[config.mk]
export PLATFORM = sky130hd
export DESIGN_NAME = card_dealer
export DESIGN_NICKNAME = d
export VERILOG_FILES = /design/src/rtl/card_dealer_pkg.sv /design/src/rtl/card_dealer_onehot_encoder.sv /design/src/rtl/card_dealer.sv
export SDC_FILE = /design/constraint.sdc
export NUM_CORES = 1
export LEC_CHECK = 0
export ABC_AREA = 0
export BUFFER_PORTS_ARGS = -buffer_cell sky130_fd_sc_hd__buf_2
export CORE_ASPECT_RATIO = 2
export CORE_MARGIN = 2
export CORE_UTILIZATION = 51
export DETAILED_ROUTE_END_ITERATION = 8
export PLACE_DENSITY = 0.78
export SLEW_MARGIN = 15
export SYNTH_ARGS = -nofsm -noshare
export SYNTH_HDL_FRONTEND = slang
export SYNTH_SLANG_ARGS = --single-unit
[constraint.sdc]
create_clock -name clk -period 2.3 [get_ports clk]
set_input_delay 0.115 -clock clk [delete_from_list [all_inputs] [get_ports clk]]
set_output_delay 0.115 -clock clk [all_outputs]
set_load 0.05 [all_outputs]
[src/rtl/card_dealer_pkg.sv]
// Shared constants and types for the card dealer.
// Defines the result codes, the request opcodes and the handshake FSM states.
// The top level and the test environment both import this package.
package card_pkg;

  // Result codes reported with each ack pulse
  localparam logic [1:0] ERR_OK     = 2'd0;
  localparam logic [1:0] ERR_SEL    = 2'd1;
  localparam logic [1:0] ERR_TAKEN  = 2'd2;
  localparam logic [1:0] ERR_PLAYER = 2'd3;

  // Request opcodes
  localparam logic OP_DEAL   = 1'b0;
  localparam logic OP_RETURN = 1'b1;

  // Handshake FSM: accept a request in IDLE, pulse the ack in ACK
  typedef enum logic {
    ST_IDLE = 1'b0,
    ST_ACK  = 1'b1
  } state_t;

endpackage

[src/rtl/card_dealer_onehot_encoder.sv]
// One-hot to binary encoder built as an OR tree, with a one-hot validity flag.
// Purely combinational: zero latency.
// No flow control; the output follows the input directly.
module onehot_encoder #(
  parameter int N = 16,
  parameter int W = (N > 1) ? $clog2(N) : 1
) (
  input  logic [N-1:0] vec,
  output logic [W-1:0] idx,
  output logic         onehot_ok
);

  localparam logic [N-1:0] ONE = N'(1);

  // Index bit b is the OR of every input bit whose position has bit b set
  always_comb begin
    idx = '0;
    for (int k = 0; k < N; k++) begin
      for (int b = 0; b < W; b++) begin
        if (k[b]) idx[b] = idx[b] | vec[k];
      end
    end
  end

  // Exactly one bit set: nonzero, and clearing the lowest set bit leaves nothing
  always_comb begin
    onehot_ok = (vec != '0) && ((vec & (vec - ONE)) == '0);
  end

endmodule

[src/rtl/card_dealer.sv]
// Deals cards from a shared deck to per-player single-card hands and takes them back.
// Latency: a request accepted on one edge is acknowledged in the following cycle.
// Backpressure: req_ready drops for the ack cycle, so at most one request every 2 cycles.
module card_dealer
  import card_pkg::*;
#(
  parameter int N_CARDS   = 9,
  parameter int N_PLAYERS = 2,
  parameter int TURN_MODE = 1,
  parameter int IDX_W     = $clog2(N_CARDS),
  parameter int PL_W      = (N_PLAYERS > 1) ? $clog2(N_PLAYERS) : 1
) (
  input  logic                       clk,
  input  logic                       reset,
  input  logic                       req_valid,
  output logic                       req_ready,
  input  logic                       req_op,
  input  logic [PL_W-1:0]            req_player,
  input  logic [N_CARDS-1:0]         req_sel,
  output logic                       ack_valid,
  output logic [1:0]                 ack_err,
  output logic [N_PLAYERS*IDX_W-1:0] hand_idx,
  output logic [N_PLAYERS-1:0]       hand_valid,
  output logic [N_CARDS-1:0]         deck_avail,
  output logic [PL_W-1:0]            turn,
  output logic                       deck_empty
);

  state_t           state;
  state_t           state_nxt;
  logic             accept;
  logic [1:0]       err;
  logic [1:0]       err_q;
  logic             player_ok;
  logic             held;
  logic             bad_player;
  logic [IDX_W-1:0] sel_idx;
  logic             sel_ok;
  logic [IDX_W-1:0] ret_idx;

  onehot_encoder #(
    .N (N_CARDS),
    .W (IDX_W)
  ) u_enc (
    .vec       (req_sel),
    .idx       (sel_idx),
    .onehot_ok (sel_ok)
  );

  // FSM state register
  always_ff @(posedge clk or posedge reset) begin
    if (reset) state <= ST_IDLE;
    else       state <= state_nxt;
  end

  // FSM next state and handshake outputs; ack lasts exactly one cycle
  always_comb begin
    state_nxt = state;
    req_ready = 1'b0;
    ack_valid = 1'b0;
    accept    = 1'b0;
    case (state)
      ST_IDLE: begin
        req_ready = 1'b1;
        accept    = req_valid;
        if (req_valid) state_nxt = ST_ACK;
      end
      ST_ACK: begin
        ack_valid = 1'b1;
        state_nxt = ST_IDLE;
      end
      default: state_nxt = ST_IDLE;
    endcase
  end

  // Request legality check; player problems outrank select problems, which outrank a taken card
  always_comb begin
    player_ok  = int'(req_player) < N_PLAYERS;
    held       = player_ok ? hand_valid[req_player] : 1'b0;
    ret_idx    = hand_idx[int'(req_player)*IDX_W +: IDX_W];
    bad_player = !player_ok
              || (req_op == OP_DEAL && TURN_MODE != 0 && req_player != turn)
              || (req_op == OP_DEAL && held)
              || (req_op == OP_RETURN && !held);
    err = ERR_OK;
    if (bad_player)                                   err = ERR_PLAYER;
    else if (req_op == OP_DEAL && !sel_ok)            err = ERR_SEL;
    else if (req_op == OP_DEAL && (deck_avail & req_sel) == '0) err = ERR_TAKEN;
  end

  // Game state: commit only on an accepted, error-free request
  always_ff @(posedge clk or posedge reset) begin
    if (reset) begin
      deck_avail <= '1;
      hand_valid <= '0;
      hand_idx   <= '0;
      turn       <= '0;
      err_q      <= ERR_OK;
    end else if (accept) begin
      err_q <= err;
      if (err == ERR_OK) begin
        if (req_op == OP_DEAL) begin
          hand_idx[int'(req_player)*IDX_W +: IDX_W] <= sel_idx;
          hand_valid[req_player] <= 1'b1;
          deck_avail <= deck_avail & ~req_sel;
          turn <= (turn == PL_W'(N_PLAYERS - 1)) ? '0 : turn + PL_W'(1);
        end else begin
          deck_avail[ret_idx]    <= 1'b1;
          hand_valid[req_player] <= 1'b0;
        end
      end
    end
  end

  // Status outputs
  always_comb begin
    ack_err    = err_q;
    deck_empty = ~|deck_avail;
  end

endmodule
# Yosys cells after proc, flatten, opt, wreduce, memory -nomap -nowiden
# Cells that the tools add are included.
dict set report totals {
  ff_bits 23
  inputBits 14
}
dict set report op_classes {
  n_addsub 3
  order_cmp 4
  eq_ne 1
  shift 3
  mux 18
  n_bitwise 19
  reduce_logical 20
}
# operator count
set op_table {}
lappend op_table {{3-bit negator with 33-bit output} 1}
lappend op_table {{4-bit by 33-bit variable shift with 8-bit output (first input constant)} 1}
lappend op_table {{4-bit by 33-bit variable part select with 8-bit output} 1}
lappend op_table {{9-bit AND} 3}
lappend op_table {{9-bit logical NOT} 2}
lappend op_table {{1-bit two-way mux} 9}
lappend op_table {{9-bit two-way mux} 1}
lappend op_table {{9-bit inverter} 1}
lappend op_table {{1-bit bitwise OR} 9}
lappend op_table {{9-bit bitwise OR} 1}
lappend op_table {{9-bit nonzero test} 1}
lappend op_table {{9-bit OR reduction} 1}
lappend op_table {{9-bit by 1-bit subtractor with 9-bit output (second input constant)} 1}
lappend op_table {{8-bit bitwise mux} 1}
lappend op_table {{1-bit logical AND} 8}
lappend op_table {{2-bit two-way mux} 4}
lappend op_table {{8-bit by 4-bit variable part select with 4-bit output} 1}
lappend op_table {{4-bit by 5-bit < comparator with 1-bit output (second input constant)} 1}
lappend op_table {{1-bit demux with 4-bit select} 1}
lappend op_table {{4-bit by 1-bit greater-or-equal comparator with 1-bit output (second input constant)} 1}
lappend op_table {{1-bit logical NOT} 3}
lappend op_table {{3-bit AND reduction} 1}
lappend op_table {{2-bit AND} 1}
lappend op_table {{2-bit logical NOT} 1}
lappend op_table {{11 further kinds} 13}

# Longest topological paths before layout
# Gate-level depths: netlist (run 1).
dict set report logic_depth {
  ltp_word 10
  ltp_mapped 8
  mapped_depth_nobuf 6
}

# Hierarchy
# From an unflattened synthesis (run 1), not the netlist that was laid out.
dict set report hier_totals {
  cells_unflattened 130
  area_unflattened_um2 1355.0
}
# mod n_inst cells_per_inst area_each_um2 seq_area_each_um2
set modules_own_cells {}
lappend modules_own_cells {card_dealer 1 112 1216.2 586.8}
lappend modules_own_cells {onehot_encoder 1 18 138.9 0.0}

# Worst setup path before layout (run 1)
# No wires, ideal clock.
dict set report synth_timing {
  kind {reg-to-reg}
  from {reg turn}
  to {reg hand_idx[3]}
  setup_ns 0.125
  t_arrival_ns 2.201
  slack_ns -0.026
  path_stages_with_launch 8
  path_buffers 1
  path_cell_list {dfrtp_1 or3b_1 nand3_1 nand3_2 or2_4 buf_6 nor4_4 mux2_2}
}
dict set report synth_between {
  elab_chain_cells 7
}
# element line
set synth_lines {}
lappend synth_lines {{start: declaration} card_dealer.sv:25} ;# output logic [PL_W-1:0] turn,
lappend synth_lines {{start signal: assignment} card_dealer.sv:106} ;# turn <= (turn == PL_W'(N_PLAYERS - 1)) ? '0 : turn + PL_W'(1);
lappend synth_lines {{1-bit != test} card_dealer.sv:82} ;# || (req_op == OP_DEAL && TURN_MODE != 0 && req_player != turn)
lappend synth_lines {{1-bit logical AND} card_dealer.sv:82}
lappend synth_lines {{1-bit logical OR} card_dealer.sv:83} ;# || (req_op == OP_DEAL && held)
lappend synth_lines {{1-bit logical OR} card_dealer.sv:84} ;# || (req_op == OP_RETURN && !held);
lappend synth_lines {{2-bit two-way mux} card_dealer.sv:86} ;# if (bad_player) err = ERR_PLAYER;
lappend synth_lines {{2-bit logical NOT} card_dealer.sv:101} ;# if (err == ERR_OK) begin
lappend synth_lines {{3-bit AND reduction (no source line)} -}
lappend synth_lines {{end signal: indexed assignment} card_dealer.sv:103} ;# hand_idx[int'(req_player)*IDX_W +: IDX_W] <= sel_idx;
lappend synth_lines {{end: declaration} card_dealer.sv:22} ;# output logic [N_PLAYERS*IDX_W-1:0] hand_idx,
# No other way between the ends.
# A chain may end at the register's enable or synchronous reset.

==> results.toml, run 1 <==
[run_status]
status = "completed"

[global_route]
antenna_found_initial = 0
grt_max_degree = 24
first_global_vias = 1245
grt_pass1_wl_mm = 5.664
grt-ovfl-total = 0
grt_util_all_layers_pct = 25.22

[drt]
drt_iter0_markers = 67
viasPerCell = 6.333
drc_errors = 0
wl_mm = 3.559
firstDrtPassIters = 4
vias = 1311
wire_per_inst_um = 17.19
drtAntennaViolNets = 0

[yosys]
synth_area_um2 = 1376
seq_area_frac_synth_pct = 42.64
synth.yosys.warnings = 0
synthTopCellsByArea = "dfrtp_1, dfstp_2, mux2_2"
synth_top_area_cell = "dfrtp_1"
synth_top_cells_by_count = "dfrtp_1, inv_1, dfstp_2, mux2_2, o21ai_0"
syn_avg_cell_area_um2 = 10.12
synthCells = 136
synth_cell_types = 46
ys_ff_latch = 23
synth-main-ff-cell = "dfrtp_1"
yosys.area.top_type_share_pct = 25.45
synth_edf_count = 0
synth_nets = 150
async_flop_share_pct = 100.0

[pwr]
peakVddDrop_v = 0.0004607
pwr-share-comb_pct = 20.3
power_density_nw_per_um2 = 503.9
p_seq_share_pct = 50.3
p_sw_mw = 0.2601
swShare_pct = 30.44
leakagePower_nw = 0.7964
p_int_mw = 0.5943
pwr-share-clk_pct = 29.4

[cts]
cts_root_buf = "clkbuf_8"
worst_skew_pair.late_latency_ns = 0.27
cts_buffers = 3
cts_tree = "yes"
cts_max_level = 1
cts.sink_count = 23
holdBufCountCts = 0
clockBufferDepth = 2
clk_pin_slew_worst_paths_ns = 0.08

[timing]
final-hold-violation-count = 0
worstMarginPinSlew_ns = 0.8546
finalCriticalPeriod_ns = 2.262
relSlewSlack_pct = 42.96
maxSlewViolCount = 0
finalSetupViolations = 0
grt_setup_unrepaired = "true"
clock_skew_ns = 0.006401
postLayoutSetupSlackWorst_ns = 0.03753
period_share_pct = 98.37
fmax_mhz = 442.0
finalSetupTns_ns = 0

[setup_path]
crit_type = "reg2reg"
reg2reg_setup_slack_ns = 0.04
crit_arrival_ns = 2.42
crit_path_end_kind = "register"
crit_top_cell = "nand3_2"
crit_required_ns = 2.46
cp_slowest_stage_delay_ns = 0.44
worst-path-buf-inv = 2
critPathTopFamily = "simple AND/OR/NAND/NOR gates"
path_cells = "or3b_4 > nand3_2 > nand3_2 > or2_4 > buf_12 > nor4_4 > buf_4 > mux2_2"
cp-start-kind = "register"
cp_slowest_cell = "dfrtp_2"
cp_max_fo = 5

[placed_design]
routabilityCongestion = 0.7987
placedCellCount = 198
post-place-ws_ns = 0.1270
io_buffers = 38
dp_hpwl_mm = 2.677
placed_cell_area_um2 = 1588

[floorplanning]
die_area_um2 = 3156
io_pins = 39
start_util_pct = 53.55
die_width_um = 40.74
num_rows = 26
dieHeight_um = 77.47
core_um2 = 2570

[layout]
nets = 194
syn2layout_area_growth_pct = 23.18
stdcell_count = 207
postLayoutCoreUtil_pct = 65.97
drive_gt1_share_pct = 43.02
diodes = 0
fin_area_um2 = 1695

[min_path]
hp-class = "in2async"

[run]
max-cap-violations = 0
## worst reg2reg max path: stages, from the launching register on
cell,delay [ns]
dfrtp_2,0.44
or3b_4,0.38
nand3_2,0.08
nand3_2,0.07
or2_4,0.29
buf_12,0.15
nor4_4,0.24
buf_4,0.18
mux2_2,0.33
## cell usage in the layout (no fill, tap or decap), drive strengths merged, types with 4 or more instances in the layout
| cell | n |
|---|---|
| a21o | 4 |
| a22oi | 4 |
| buf | 46 |
| dfrtp | 14 |
| dfstp | 9 |
| inv | 14 |
| mux2 | 9 |
| nor2 | 5 |
| nor3 | 6 |
| nor3b | 4 |
| o21ai | 9 |
| o41ai | 6 |
## layer usage
metal | GRT usage (%) | up-vias | part of all wire (%)
li1 | - | 600 | -
met1 | 28.03 | 626 | 36
met2 | 39.68 | 72 | 54
met3 | 6.571 | 13 | 6.1
met4 | 15.33 | 0 | 4.0
met5 | 0 | - | 0
## power by group through the flow
stage               sequential [mW]  combinational [mW]  clock (mW)
CTS                           0.430               0.165       0.259
detailed placement            0.437               0.164           0
finish                        0.430               0.173       0.251
floorplan                     0.480              0.0719           0
global placement              0.436               0.161           0
global route                  0.433               0.186       0.277
## flip-flops by register name (all words and copies together), names as in the netlist, named ones only
signal	count
ack_err	2
hand_idx	8
deck_avail	9
turn	1
state	1
## worst paths after layout
kind,from,end,cells after the start
setup reg to reg,register,hand_idx[2],8
hold / removal,reset,ack_err[1],2
max in group asynchronous,reset,turn,2
setup / recovery,register,hand_idx[2],8
hold reg to reg,ack_err[1],ack_err[1],1
min in group clk,req_sel[1],deck_avail[1],4
## layout make-up
class | count | area (µm²)
fill | 217 | 874.6
multi-input combinational | 92 | 709.4
sequential | 23 | 589.3
timing repair buffer | 46 | 262.8
inverter | 14 | 52.55
clock buffer | 3 | 41.29
tap | 28 | 35.03
clock inverter | 1 | 5.005
## through the flow
stage / hold WS [ns] / power, mW
final: 0.01156 / 0.8544
after floorplan: 0.1101 / 0.5515
after detailed placement: 0.3260 / 0.6018
after CTS: 0.03393 / 0.8542
after global routing: 0.08027 / 0.8965
after global placement: 0.3164 / 0.5975
## timing repair
| item | CTS | global route |
|---|---|---|
| setup endpoints to repair | 0 | 2 |
| gates resized for setup | 0 | 3 |
| setup buffers | 0 | 5 |
## cells by family after synthesis
kind of cell	synth area share [%]
XOR/XNOR	1.273
buffers and inverters	6.636
multiplexers	8.091
AO/OA/AOI/OAI	20.91
AND/OR/NAND/NOR	19.73
flip-flops	42.64
adder cells (fa/ha/maj)	0.7273
Power figures use the tool's default switching activity.
==> inputs of run 2 (changes only) <==
--- a/config.mk
+++ b/config.mk
@@ -5,13 +5,13 @@
 export SDC_FILE = /design/constraint.sdc
 export NUM_CORES = 1
 export LEC_CHECK = 0
-export ABC_AREA = 0
+export ABC_AREA = 1
 export BUFFER_PORTS_ARGS = -buffer_cell sky130_fd_sc_hd__buf_2
 export CORE_ASPECT_RATIO = 2
 export CORE_MARGIN = 2
-export CORE_UTILIZATION = 51
+export CORE_UTILIZATION = 52
 export DETAILED_ROUTE_END_ITERATION = 8
-export PLACE_DENSITY = 0.78
+export PLACE_DENSITY = 0.79
 export SLEW_MARGIN = 15
 export SYNTH_ARGS = -nofsm -noshare
 export SYNTH_HDL_FRONTEND = slang
==> run 2 against run 1 <==
Against the previous run:
- fmax up 27%
- final cell count up 32%
- non-clock buffer count down 8
- worst setup slack better by 0.48 ns
- power up 150%
- register-to-register slack better by 0.48 ns
- clock skew down 0.0040 ns
- routed wire length up 4.2%
- first-iteration DRC count down 43%
- clock-buffer cell count unchanged
- sequential share of layout area down 1.3 points
- via count up 11%
==> results.toml, run 2 <==
[placed_design]
routabilityCongestion = 0.9359
placed_cell_area_um2 = 1705
dp_hpwl_mm = 2.981
post-place-ws_ns = 0.5302
io_buffers = 38

[yosys]
synth_top_area_cell = "dfrtp_1"
syn_avg_cell_area_um2 = 7.284
synth.yosys.warnings = 0
synth_nets = 221
synthTopCellsByArea = "dfrtp_1, dfstp_2, nand2_1"
synth_edf_count = 0
synth_area_um2 = 1508
ys_ff_latch = 23
yosys.area.top_type_share_pct = 23.24
async_flop_share_pct = 100.0
synth-main-ff-cell = "dfrtp_1"
yosysMostFrequentCell = "nand2_1"
synth_top_cells_by_count = "nand2_1, inv_1, o21ai_0"
synth_cell_types = 27
synthCells = 207
seq_area_frac_synth_pct = 38.92

[pwr]
leakagePower_nw = 0.9018
peakVddDrop_v = 0.0008622
power_density_nw_per_um2 = 1201
total_power_mw = 2.105
p_sw_mw = 1.133
p_int_mw = 0.9713
pwr-share-clk_pct = 11.7
p_seq_share_pct = 32.5
swShare_pct = 53.85
pwr-share-comb_pct = 55.8

[floorplanning]
dieHeight_um = 80.15
die_area_um2 = 3372
start_util_pct = 54.43
num_rows = 27
die_width_um = 42.08
core_um2 = 2770
io_pins = 39

[timing]
postLayoutSetupSlackWorst_ns = 0.5130
maxSlewViolCount = 0
period_share_pct = 77.70
worstMarginPinSlew_ns = 0.8711
fmax_mhz = 559.6
grt_setup_unrepaired = "false"
final-hold-violation-count = 0
clock_skew_ns = 0.002356
relSlewSlack_pct = 41.87
finalSetupViolations = 0
finalSetupTns_ns = 0
finalCriticalPeriod_ns = 1.787

[cts]
cts.sink_count = 23
cts_root_buf = "clkbuf_8"
holdBufCountCts = 0
cts_max_level = 1
cts_buffers = 3
clockBufferDepth = 2
clk_pin_slew_worst_paths_ns = 0.08
cts_tree = "yes"
post_cts_resized = 0
postCtsSetupBuffers = 0
worst_skew_pair.late_latency_ns = 0.26

[global_route]
antenna_found_initial = 0
grt_pass1_wl_mm = 6.265
grt_max_degree = 24
grt_util_all_layers_pct = 24.38
grt-ovfl-total = 0
first_global_vias = 1441

[layout]
drive_gt1_share_pct = 28.16
syn2layout_area_growth_pct = 16.18
diodes = 0
regMostFlops = "deck_avail"
largest_reg_flops = 9
fin_area_um2 = 1752
postLayoutCoreUtil_pct = 63.23
mostFrequentLayoutCell = "nand2_1"
final_cell_mix = "nand2_1, buf_2, inv_1, o21ai_0, nor2_1"
nets = 260

[setup_path]
r2r-start = "deck_avail[6]"
reg2reg_setup_slack_ns = 0.51
worst-path-buf-inv = 1
crit_path_end_kind = "register"
endpoint = "deck_avail[2]"
crit_type = "reg2reg"
crit_required_ns = 2.48
critPathTopFamily = "compound AO/OA/AOI/OAI gates"
r2r_cells = 7
cp_slowest_stage_delay_ns = 0.53
cp_slowest_cell = "dfstp_2"
crit_start = "deck_avail[6]"
path_cells = "inv_1 > o22ai_1 > nor2_1 > nand3_1 > nand3_4 > o21ai_0 > o21ai_1"
cp-start-kind = "register"
crit_arrival_ns = 1.97
cp_max_fo = 10
worstReg2RegEnd = "deck_avail[2]"
cp_num_cells = 7

[drt]
drc_errors = 0
wl_met3_um = 146
drtAntennaViolNets = 0
viasPerCell = 5.321
highest_layer = "met4"
wl_met2_mm = 2.115
wire_per_inst_um = 13.53
wl_mm = 3.707
firstDrtPassIters = 4
wl_met1_mm = 1.355
vias = 1458
drt_iter0_markers = 38

[run_status]
status = "completed"

[run]
max-cap-violations = 0

[min_path]
hp-class = "in2async"
## run 2: worst reg2reg max path, stage by stage (launching register included)
cell,delay [ns]
dfstp_2,0.53
inv_1,0.05
o22ai_1,0.17
nor2_1,0.09
nand3_1,0.22
nand3_4,0.23
o21ai_0,0.29
o21ai_1,0.12
## run 2: through the flow
step	std cells	hold WS [ns]
2_1_floorplan	207	0.1103
3_3_place_gp	270	0.3261
3_5_place_dp	270	0.3162
4_1_cts	274	0.03567
5_1_grt	274	0.09467
6_report	274	0.01982
## run 2: final cells by class
cell class	count	area, µm²
fillers	271	1018
multi-input cells	146	764.5
flip-flops and latches	23	586.8
repair buffers	38	190.2
inverters	34	127.6
clock buffers	3	41.29
well taps	29	36.28
clock inverters	1	5.005
## run 2: worst min path at each step
stage / from / end / slack [ns] / cells after the start
finish: reset / ack_err[0] / 0.02 / 2
global placement: reset / turn / 0.33 / 2
CTS: reset / ack_err[0] / 0.04 / 2
detailed placement: reset / ack_err[0] / 0.32 / 2
global route: reset / asynchronous set/reset pin / 0.09 / 2
floorplan: reset / asynchronous set/reset pin / 0.11 / 1
## run 2: power by group through the flow
stage / sequential, mW / combinational, mW / clock (mW)
2_1_floorplan: 1.20 / 0.394 / 0
3_3_place_gp: 0.689 / 1.17 / 0
3_5_place_dp: 0.692 / 1.18 / 0
4_1_cts: 0.685 / 1.18 / 0.250
5_1_grt: 0.709 / 1.26 / 0.269
6_report: 0.684 / 1.18 / 0.246
## run 2: kinds of logic (layout without fill, tap and decap cells)
group,count (synthesis),count (layout),share of synthesized area [%]
and+or+nand+nor,111,111,37.10
AOI/OAI and AO/OA,34,34,13.03
xor gates and xnor gates,1,1,0.5810
DFF,23,23,38.92
buffers and inverters,38,76,10.37
## run 2: routing by layer
layer / up-vias / global-route usage [%]
met5: - / 0
met4: 0 / 9.688
met3: 8 / 2.697
met2: 33 / 46.88
met1: 681 / 26.27
li1: 736 / -
==> inputs of run 3 (changes only) <==
==> constraint.sdc (replaced) <==
create_clock -name clk -period 1.71 [get_ports clk]
set_input_delay 0.0855 -clock clk [delete_from_list [all_inputs] [get_ports clk]]
set_output_delay 0.0855 -clock clk [all_outputs]
set_load 0.05 [all_outputs]
==> run 3 against run 2 <==
Against the previous run:
- die area did not move
- combinational power grew 47%
- final area grew 8.8%
- sequential share of layout area fell by 2.6 points
- clock skew increased by 0.0031 ns
- critical path depth decreased by 3
- clock-buffer cell count up 1
- worst setup slack lost 0.51 ns
- non-clock buffer count increased by 11
- critical path type is now reg2out
==> results.toml, run 3 (synthesized netlist as in run 2, its figures left out) <==
[run_status]
status = "completed"

[timing]
finalSetupTns_ns = 0
maxSlewViolCount = 0
fmax_mhz = 585.7
worstMarginPinSlew_ns = 0.6289
finalSetupViolations = 0
period_share_pct = 99.85
grt_setup_unrepaired = "true"
final-hold-violation-count = 0
relSlewSlack_pct = 58.03
clock_skew_ns = 0.005476
finalCriticalPeriod_ns = 1.707
whs_ns = 0.1106

[cts]
clk_pin_slew_worst_paths_ns = 0.08
cts.sink_count = 23
cts_buffers = 3
cts_root_buf = "clkbuf_8"
cts_max_level = 1
clockBufferDepth = 2
cts_tree = "yes"
worst_skew_pair.late_latency_ns = 0.27

[global_route]
first_global_vias = 1518
grt_pass1_wl_mm = 6.617
grt_max_degree = 18
antenna_found_initial = 0
grt-ovfl-total = 0
grt_util_all_layers_pct = 25.31

[placed_design]
routabilityCongestion = 0.8738
placedCellCount = 276
io_buffers = 38
placed_cell_area_um2 = 1765
dp_hpwl_mm = 3.176

[drt]
wire_per_inst_um = 14.44
drc_errors = 0
viasPerCell = 5.537
drtAntennaViolNets = 0
drt_iter0_markers = 88
wl_mm = 4.144
vias = 1589
firstDrtPassIters = 4

[floorplanning]
die_width_um = 42.08
core_um2 = 2770
num_rows = 27
dieHeight_um = 80.15
die_area_um2 = 3372
start_util_pct = 54.43
io_pins = 39

[layout]
diodes = 0
final_cell_mix = "nand2_1, buf_2, inv_1, nor2_1, o21ai_0"
nets = 273
mostFrequentLayoutCell = "nand2_1"
largest_reg_flops = 9
stdcell_count = 287
regMostFlops = "deck_avail"
drive_gt1_share_pct = 32.56
fin_area_um2 = 1906
syn2layout_area_growth_pct = 26.39

[setup_path]
crit_required_ns = 1.62
cp_slowest_cell = "nor4_1"
crit_type = "reg2out"
crit_arrival_ns = 1.62
crit_path_end_kind = "primary output"
cp_max_fo = 3
cp_slowest_stage_delay_ns = 0.42
cp-start-kind = "register"
path_cells = "nor4_1 > nand4_1 > nor3_2 > buf_4"

[min_path]
hp-class = "in2reg"

[pwr]
leakagePower_nw = 0.9551
power_density_nw_per_um2 = 1562
peakVddDrop_v = 0.0008941
total_power_mw = 2.976

[run]
max-cap-violations = 0
==> run 3: report_power, final <==
part | switching [mW] | leakage, nW | internal, mW
combinational | 1.30 | 0.679 | 0.426
sequential | 0.134 | 0.253 | 0.779
clock | 0.169 | 0.0228 | 0.166
==> run 3: per-layer routing <==
| metal | vias up | track usage, % | wire, µm |
|---|---|---|---|
| met1 | 731 | 27.27 | 1453 |
| met4 | 0 | 15.94 | 212 |
| met5 | - | 0 | 0 |
| met2 | 65 | 46.56 | 2318 |
| met3 | 23 | 1.573 | 160 |
| li1 | 770 | - | - |
==> run 3: timing repair <==
item / CTS / global route
pin swaps: 0 / 3
endpoints found under the setup margin: 1 / 16
hold endpoints to repair: 7 / 0
resized for setup: 1 / 6
hold buffers: 1 / 0
setup buffers: 0 / 4
cloned: 0 / 2
==> run 3: cell type report <==
| type | instances | area (µm²) |
|---|---|---|
| Sequential cell | 23 | 588.1 |
| Fill cell | 247 | 864.6 |
| Timing Repair Buffer | 49 | 277.8 |
| Multi-Input combinational cell | 148 | 827.0 |
| Inverter | 34 | 131.4 |
| Tap cell | 29 | 36.28 |
| Clock buffer | 4 | 45.04 |
==> run 3: final timing paths <==
path | startpoint | end | slack, ns | cells after the start
max | deck_avail[8] | deck_empty | 0.003 | 4
max in group asynchronous | reset | hand_idx[0] | 0.71 | 4
min | req_op | deck_avail[2] | 0.11 | 3
max reg2reg | register | deck_avail[3] | 0.04 | 12
min in group asynchronous | reset | ack_err[0] | 0.44 | 3
min reg2reg | deck_avail[7] | deck_avail[7] | 0.50 | 2
==> run 3: worst max-delay path: cells and delay by family, from the launching register on <==
family / cells / cell delay (ns)
AND/OR/NAND/NOR: 3 / 0.75
buffers and inverters: 1 / 0.22
flip-flops: 1 / 0.38
==> run 3: stage by stage <==
stage / util (%) / setup slack, ns
3_5_place_dp: 63.73 / 0.05895
5_1_grt: 68.79 / -0.02543
4_1_cts: 65.81 / 0.05023
6_report: 68.79 / 0.002596
2_1_floorplan: - / 0.04018
3_3_place_gp: 63.73 / 0.08444
